**src/rtl/fp_sum_arbiter.sv**
```systemverilog
// Two-requester round-robin front end for a shared pipelined FP adder.
// Caps in-flight ops per requester and routes tagged results back to their owners.
package fp_sum_pkg;
  typedef struct packed {
    logic        sign;
    logic [7:0]  exp;
    logic [22:0] mant;
  } float_point_num;
endpackage

module fp_sum_arbiter
  import fp_sum_pkg::*;
#(
  parameter int LAT     = 4,
  parameter int MAX_OUT = 3
) (
  input  logic           clk_i,
  input  logic           rst_i,
  input  logic           req0_vld_i,
  input  float_point_num req0_a_i,
  input  float_point_num req0_b_i,
  output logic           req0_rdy_o,
  input  logic           req1_vld_i,
  input  float_point_num req1_a_i,
  input  float_point_num req1_b_i,
  output logic           req1_rdy_o,
  output float_point_num add_a_o,
  output float_point_num add_b_o,
  output logic           add_vld_o,
  input  float_point_num add_answer_i,
  input  logic [1:0]     add_status_i,
  output logic           res_vld_o,
  output logic           res_id_o,
  output float_point_num res_answer_o,
  output logic [1:0]     res_status_o,
  output logic           busy_o
);

  localparam int            CW      = $clog2(MAX_OUT + 1);
  localparam logic [CW-1:0] MAX_CNT = CW'(MAX_OUT);

  logic [CW-1:0]  cnt0, cnt1;
  logic           ptr;
  logic [LAT-1:0] tag_vld;
  logic [LAT-1:0] tag_id;
  logic           elig0, elig1;
  logic           grant0, grant1;
  logic           ret0, ret1;

  // Reset gates eligibility so nothing is offered while rst_i is high.
  assign elig0 = req0_vld_i && !rst_i && (cnt0 < MAX_CNT);
  assign elig1 = req1_vld_i && !rst_i && (cnt1 < MAX_CNT);

  always_comb begin
    grant0 = 1'b0;
    grant1 = 1'b0;
    if (elig0 && elig1) begin
      grant0 = ~ptr;
      grant1 = ptr;
    end else begin
      grant0 = elig0;
      grant1 = elig1;
    end
  end

  assign req0_rdy_o = grant0;
  assign req1_rdy_o = grant1;
  assign add_vld_o  = grant0 | grant1;

  always_comb begin
    add_a_o = '0;
    add_b_o = '0;
    if (grant0) begin
      add_a_o = req0_a_i;
      add_b_o = req0_b_i;
    end else if (grant1) begin
      add_a_o = req1_a_i;
      add_b_o = req1_b_i;
    end
  end

  always_ff @(posedge clk_i or posedge rst_i) begin
    if (rst_i) begin
      ptr <= 1'b0;
    end else if (grant0) begin
      ptr <= 1'b1;
    end else if (grant1) begin
      ptr <= 1'b0;
    end
  end

  // Tag pipeline mirrors the adder latency; it never stalls.
  always_ff @(posedge clk_i or posedge rst_i) begin
    if (rst_i) begin
      tag_vld <= '0;
      tag_id  <= '0;
    end else begin
      tag_vld[0] <= add_vld_o;
      tag_id[0]  <= grant1;
      for (int i = 1; i < LAT; i++) begin
        tag_vld[i] <= tag_vld[i-1];
        tag_id[i]  <= tag_id[i-1];
      end
    end
  end

  assign res_vld_o    = tag_vld[LAT-1];
  assign res_id_o     = tag_id[LAT-1];
  assign res_answer_o = res_vld_o ? add_answer_i : '0;
  assign res_status_o = res_vld_o ? add_status_i : 2'b00;
  assign busy_o       = |tag_vld;

  assign ret0 = res_vld_o & ~res_id_o;
  assign ret1 = res_vld_o &  res_id_o;

  // Simultaneous issue and retire leave the count unchanged.
  always_ff @(posedge clk_i or posedge rst_i) begin
    if (rst_i) begin
      cnt0 <= '0;
      cnt1 <= '0;
    end else begin
      case ({grant0, ret0})
        2'b10:   cnt0 <= cnt0 + CW'(1);
        2'b01:   cnt0 <= cnt0 - CW'(1);
        default: cnt0 <= cnt0;
      endcase
      case ({grant1, ret1})
        2'b10:   cnt1 <= cnt1 + CW'(1);
        2'b01:   cnt1 <= cnt1 - CW'(1);
        default: cnt1 <= cnt1;
      endcase
    end
  end

endmodule

```
**config.mk**
```make
export PLATFORM = sky130hd
export DESIGN_NAME = fp_sum_arbiter
export DESIGN_NICKNAME = d
export VERILOG_FILES = /design/src/rtl/fp_sum_arbiter.sv
export SDC_FILE = /design/constraint.sdc
export NUM_CORES = 1
export LEC_CHECK = 0
export ABC_AREA = 0
export BUFFER_PORTS_ARGS = -buffer_cell sky130_fd_sc_hd__buf_2
export CORE_AREA = 2 2 105 107
export DETAILED_ROUTE_END_ITERATION = 7
export DIE_AREA = 0 0 107 109
export HOLD_SLACK_MARGIN = 0.02
export PLACE_DENSITY = 0.6
export REMOVE_ABC_BUFFERS = 1
export SLEW_MARGIN = 20
export SYNTH_ARGS = -nofsm -noshare
export SYNTH_HDL_FRONTEND = slang
export SYNTH_SLANG_ARGS = --single-unit
```
**constraint.sdc**
```tcl
create_clock -name clk_i -period 2.15 [get_ports clk_i]
set_input_delay 0.1075 -clock clk_i [delete_from_list [all_inputs] [get_ports clk_i]]
set_output_delay 0.1075 -clock clk_i [all_outputs]
set_load 0.01 [all_outputs]
```
# Word-level counts from Yosys, hierarchy flattened
# Cells that the tools add are included.
[word_totals] ff_bits=13 inputBits=166 out_inout_bits=104 wordCells=42
[op_classes] add_sub_neg=4 magnitude_cmp=2 n_eq_ne=4 n_mux=12 n_bitwise=5 n_reduce_logical=10
[ops] operator="2-to-1 mux 32 bit" count=5
[ops] operator="one-hot mux 2 bit (2 select lines)" count=2
[ops] operator="nonzero test 2 bit" count=3
[ops] operator="logical AND 1 bit" count=5
[ops] operator="adder 2 x 1 -> 2 bit, second input constant" count=2
[ops] operator="== test 2 x 1 -> 1 bit, second input constant" count=2
[ops] operator="== test 2 bit, second input constant" count=2
[ops] operator="< comparator 2 bit, second input constant" count=2
[ops] operator="2-to-1 mux 1 bit" count=4
[ops] operator="OR reduction 4 bit" count=1
[ops] operator="subtractor 2 x 1 -> 2 bit, second input constant" count=2
[ops] operator="bitwise AND 1 bit" count=2
[ops] operator="2-to-1 mux 2 bit" count=1
[ops] operator="inverter 1 bit" count=2
[ops] operator="logical NOT 1 bit" count=1
[ops] operator="OR 1 bit" count=1

# Logic depth before layout (Yosys ltp)
[logic_depth] depth_word=7 ltp_mapped=9 depth_no_buf=8

# Least setup slack after synthesis
# Ideal clock, no wire load.
[synth_path] kind="reg-to-reg" startpoint="reg cnt0[0]" endpoint="reg cnt0[1]" setup_ps=79 arrival_time_ps=1727 required_ps=2071 path_slack_ps=344 stages_incl_launch_ff=9 n_path_buf=1 period_less_slack_ps=1806 cell_sequence="dfrtp_1 a21bo_1 nand2b_1 a21oi_2 buf_2 inv_1 ha_1 nor2_1 xor2_1"
[synth_between] elab_chain_cells=6 word_cells_on_any_way=10 classes_between="add/sub: 2; order compare: 1; eq/ne: 2; mux: 2; reduce/logical: 3"
[synth_lines] element="from (decl)" line_no="42" rtl="logic [CW-1:0] cnt0, cnt1;"
[synth_lines] element="from (signal assigned)" line_no="123" rtl="2'b10: cnt0 <= cnt0 + CW'(1);"
[synth_lines] element="from (signal assigned)" line_no="124" rtl="2'b01: cnt0 <= cnt0 - CW'(1);"
[synth_lines] element="from (signal assigned)" line_no="125" rtl="default: cnt0 <= cnt0;"
[synth_lines] element="< comparator 2 bit *" line_no="51" rtl="assign elig0 = req0_vld_i && !rst_i && (cnt0 < MAX_CNT);"
[synth_lines] element="logical AND 1 bit *" line_no="51"
[synth_lines] element="logical AND 1 bit" line_no="57" rtl="if (elig0 && elig1) begin"
[synth_lines] element="2-to-1 mux 1 bit *" line_no="57"
[synth_lines] element="named net req0_rdy_o" line_no="22" rtl="output logic req0_rdy_o,"
[synth_lines] element="== test 2 x 1 -> 1 bit or == test 2 bit (tied branches)" line_no="122" rtl="case ({grant0, ret0})"
[synth_lines] element="one-hot mux 2 bit (2 select lines) or nonzero test 2 bit (tied branches)"
# The timed path passes the listed nets; every way through them passes the cells marked *.
# A chain may end at the register's enable or synchronous reset.

==> results.yml <==
sta:
  slew_headroom_pct: 77.8
  max_freq_mhz: 496
  setup-violations-final: 0
  skew_ns: 0.00503
  tightest_slew_ns: 0.332
  hold_viol: 0
  rsz0062_at_grt: "no"
  maxSlewViolCount: 0
  min_period_ns: 2.01
  post-route-period-util_pct: 93.7
  fin_setup_tns_ns: 0
  setup_slack_ns: 0.135
critical_path:
  slowest_delay_ns: 0.41
  worstPathArrival_ns: 1.91
  endpoint_kind: "output port"
  critPathSlowestCell: "dfrtp_1"
  path_cells: "a21bo_1, nand2b_1, a21oi_4, buf_12, a22o_1, buf_2"
  path_delay_family: "compound AO/OA/AOI/OAI gates"
  critPathBufInv: 2
  cp.required_ns: 2.04
  cp_max_fo: 65
  ff2ff_setup_slack_ns: 0.40
  r2r-end: "cnt0[1]"
  critPathLaunchType: "flop"
  timing.rr.start: "cnt0[0]"
  critPathKind: "reg -> out"
  reg2reg_depth: 7
place:
  finalWeightedCongestion: 0.851
  placed_cell_area_um2: 2860
  io_buffers: 269
  dp_slack_ns: 0.405
  post-dp-hpwl_um: 6550
flow_run:
  drv_cap: 0
floorplan:
  die-area_um2: 11700
  io_pins: 270
  start_util_pct: 13.3
  die_w_um: 107
  die_h_um: 109
  placementRows: 38
  core_area_um2: 10600
route:
  wirelength_um: 7560
  vias_per_cell: 4.20
  vias: 2325
  drt-initial-drc-count: 78
  wl_per_cell_um: 13.6
  ant_nets: 0
  route.detailed.drc: 0
  drt_pass1_iterations: 4
cells_and_area:
  syn_to_final_growth_pct: 107
  layout.cells.most_common: "buf_2"
  drive_gt1_share_pct: 67.6
  final_area_um2: 2910
  final_cell_mix: "buf_2, a22o_1, and2_1, dfrtp_1, xnor2_1"
  final_nets: 581
min_path:
  hold_end: "tag_id[0]"
  min_from: "req1_vld_i"
  hp-class: "in -> reg"
  hold_depth: 2
grt:
  grt_overflow: 0
  grt_pass1_vias: 2138
  grt_max_degree: 66
  antenna_found_initial: 1
  grt_first_pass_wirelength_um: 10900
  grt_use_total_pct: 11.9
cts:
  tritoncts: "done"
  root_buffer: "clkbuf_8"
  clk_path_buf_depth: 2
  cts_sinks: 13
  numCtsBuffers: 3
  cts_max_level: 1
  clk_pin_slew_ns: 0.06
  clock_latency_ns: 0.24
logic_synthesis:
  synth.avg_cell_area_um2: 9.18
  seq_area_frac_synth_pct: 23.2
  netlist_instances: 153
  yosys_warnings: 0
  synth_area_leader_cell: "a22o_1"
  ys_ff_latch: 13
  synth.area.top_cells: "a22o_1, dfrtp_1, and2_1"
  syn_area_um2: 1410
  synth_cell_type_count: 22
  synth_top_area_share_pct: 39.9
power_and_ir_drop:
  p_leak_nw: 1.79
  power_density_nw_per_um2: 671
  peakVddDrop_mv: 0.275
run_status:
  status: "finished, final reports clean"
-- worst max-delay path by stage --
stage            start  slack (ns)         end  cells past startpoint
2_1_floorplan  cnt0[0]       -0.84     cnt0[1]                      7
3_3_place_gp   cnt0[0]        0.40  add_b_o[9]                      6
3_5_place_dp   cnt0[1]        0.41  add_b_o[9]                      5
4_1_cts        cnt0[0]        0.11  add_b_o[9]                      6
5_1_grt        cnt0[0]      0.0003  add_b_o[9]                      6
6_report       cnt0[0]        0.14  add_b_o[9]                      6
-- sequential cells by signal, summed over array words and instances (netlist names) --
name,flops
tag_id,4
cnt0,2
ptr,1
cnt1,2
tag_vld,4
-- layer usage --
| layer | track usage [%] | vias to the layer above | routed length (um) |
|---|---|---|---|
| met5 | 0 | - | 0 |
| met4 | 2.04 | 0 | 99 |
| met3 | 1.91 | 6 | 685 |
| met2 | 22.5 | 164 | 3850 |
| met1 | 14.3 | 1053 | 2930 |
| li1 | - | 1102 | - |
-- timing repair --
item                      4_1_cts  5_1_grt
resized for setup               0        0
hold endpoints to repair        8        0
setup buffers                   0        0
hold buffers                    1        0
-- area by class of cell --
class / instances / area, um2
inverters: 2 / 7.51
clock inverters: 1 / 5.00
diodes: 1 / 2.50
flip-flops and latches: 13 / 325
multi-input cells: 120 / 946
fillers: 1131 / 7690
well taps: 140 / 175
repair buffers: 274 / 1410
clock buffers: 3 / 41.3
-- synth_stat cells --
library cell,n
buf_6,8
o2111a_1,1
and3_1,1
xnor2_1,4
a21oi_2,1
nor2_1,3
dfrtp_1,13
nor2b_1,1
buf_1,1
nand2_1,2
inv_1,2
a21bo_1,1
nand2b_1,2
or4_1,1
ha_1,1
buf_2,3
clkbuf_1,5
buf_4,1
xor2_1,1
and2_1,35
mux2i_1,2
a22o_1,64
-- stage by stage --
step | hold slack, ns | cells | util [%] | power, mW
after floorplan | 0.00640 | 135 | - | 1.13
after global placement | 0.0107 | 548 | 26.9 | 1.74
after detailed placement | 0.0133 | 548 | 26.9 | 1.76
after CTS | 0.280 | 553 | 27.5 | 1.99
after global routing | 0.312 | 554 | 27.5 | 2.13
final | 0.282 | 554 | 27.5 | 1.96
-- logic make-up (layout without fill, tap and decap cells) --
logic type                 count (synthesis)  in the layout  synth area share [%]
AOI/OAI and AO/OA                         67             67                  42.0
and+or+nand+nor                           45             45                  19.2
buffers and inverters                     20            280                  10.2
DFF                                       13             13                  23.2
xor gates and xnor gates                   5              5                  3.12
muxes                                      2              2                  1.42
adders and majority gates                  1              1                 0.890
other                                      0              1                     0
-- power breakdown --
| part | total, mW | switching, mW | internal, mW |
|---|---|---|---|
| Sequential | 0.400 | 0.0701 | 0.330 |
| Clock | 0.213 | 0.0850 | 0.128 |
| Combinational | 1.34 | 0.672 | 0.671 |
| Total | 1.96 | 0.827 | 1.13 |
Power figures use the tool's default switching activity.
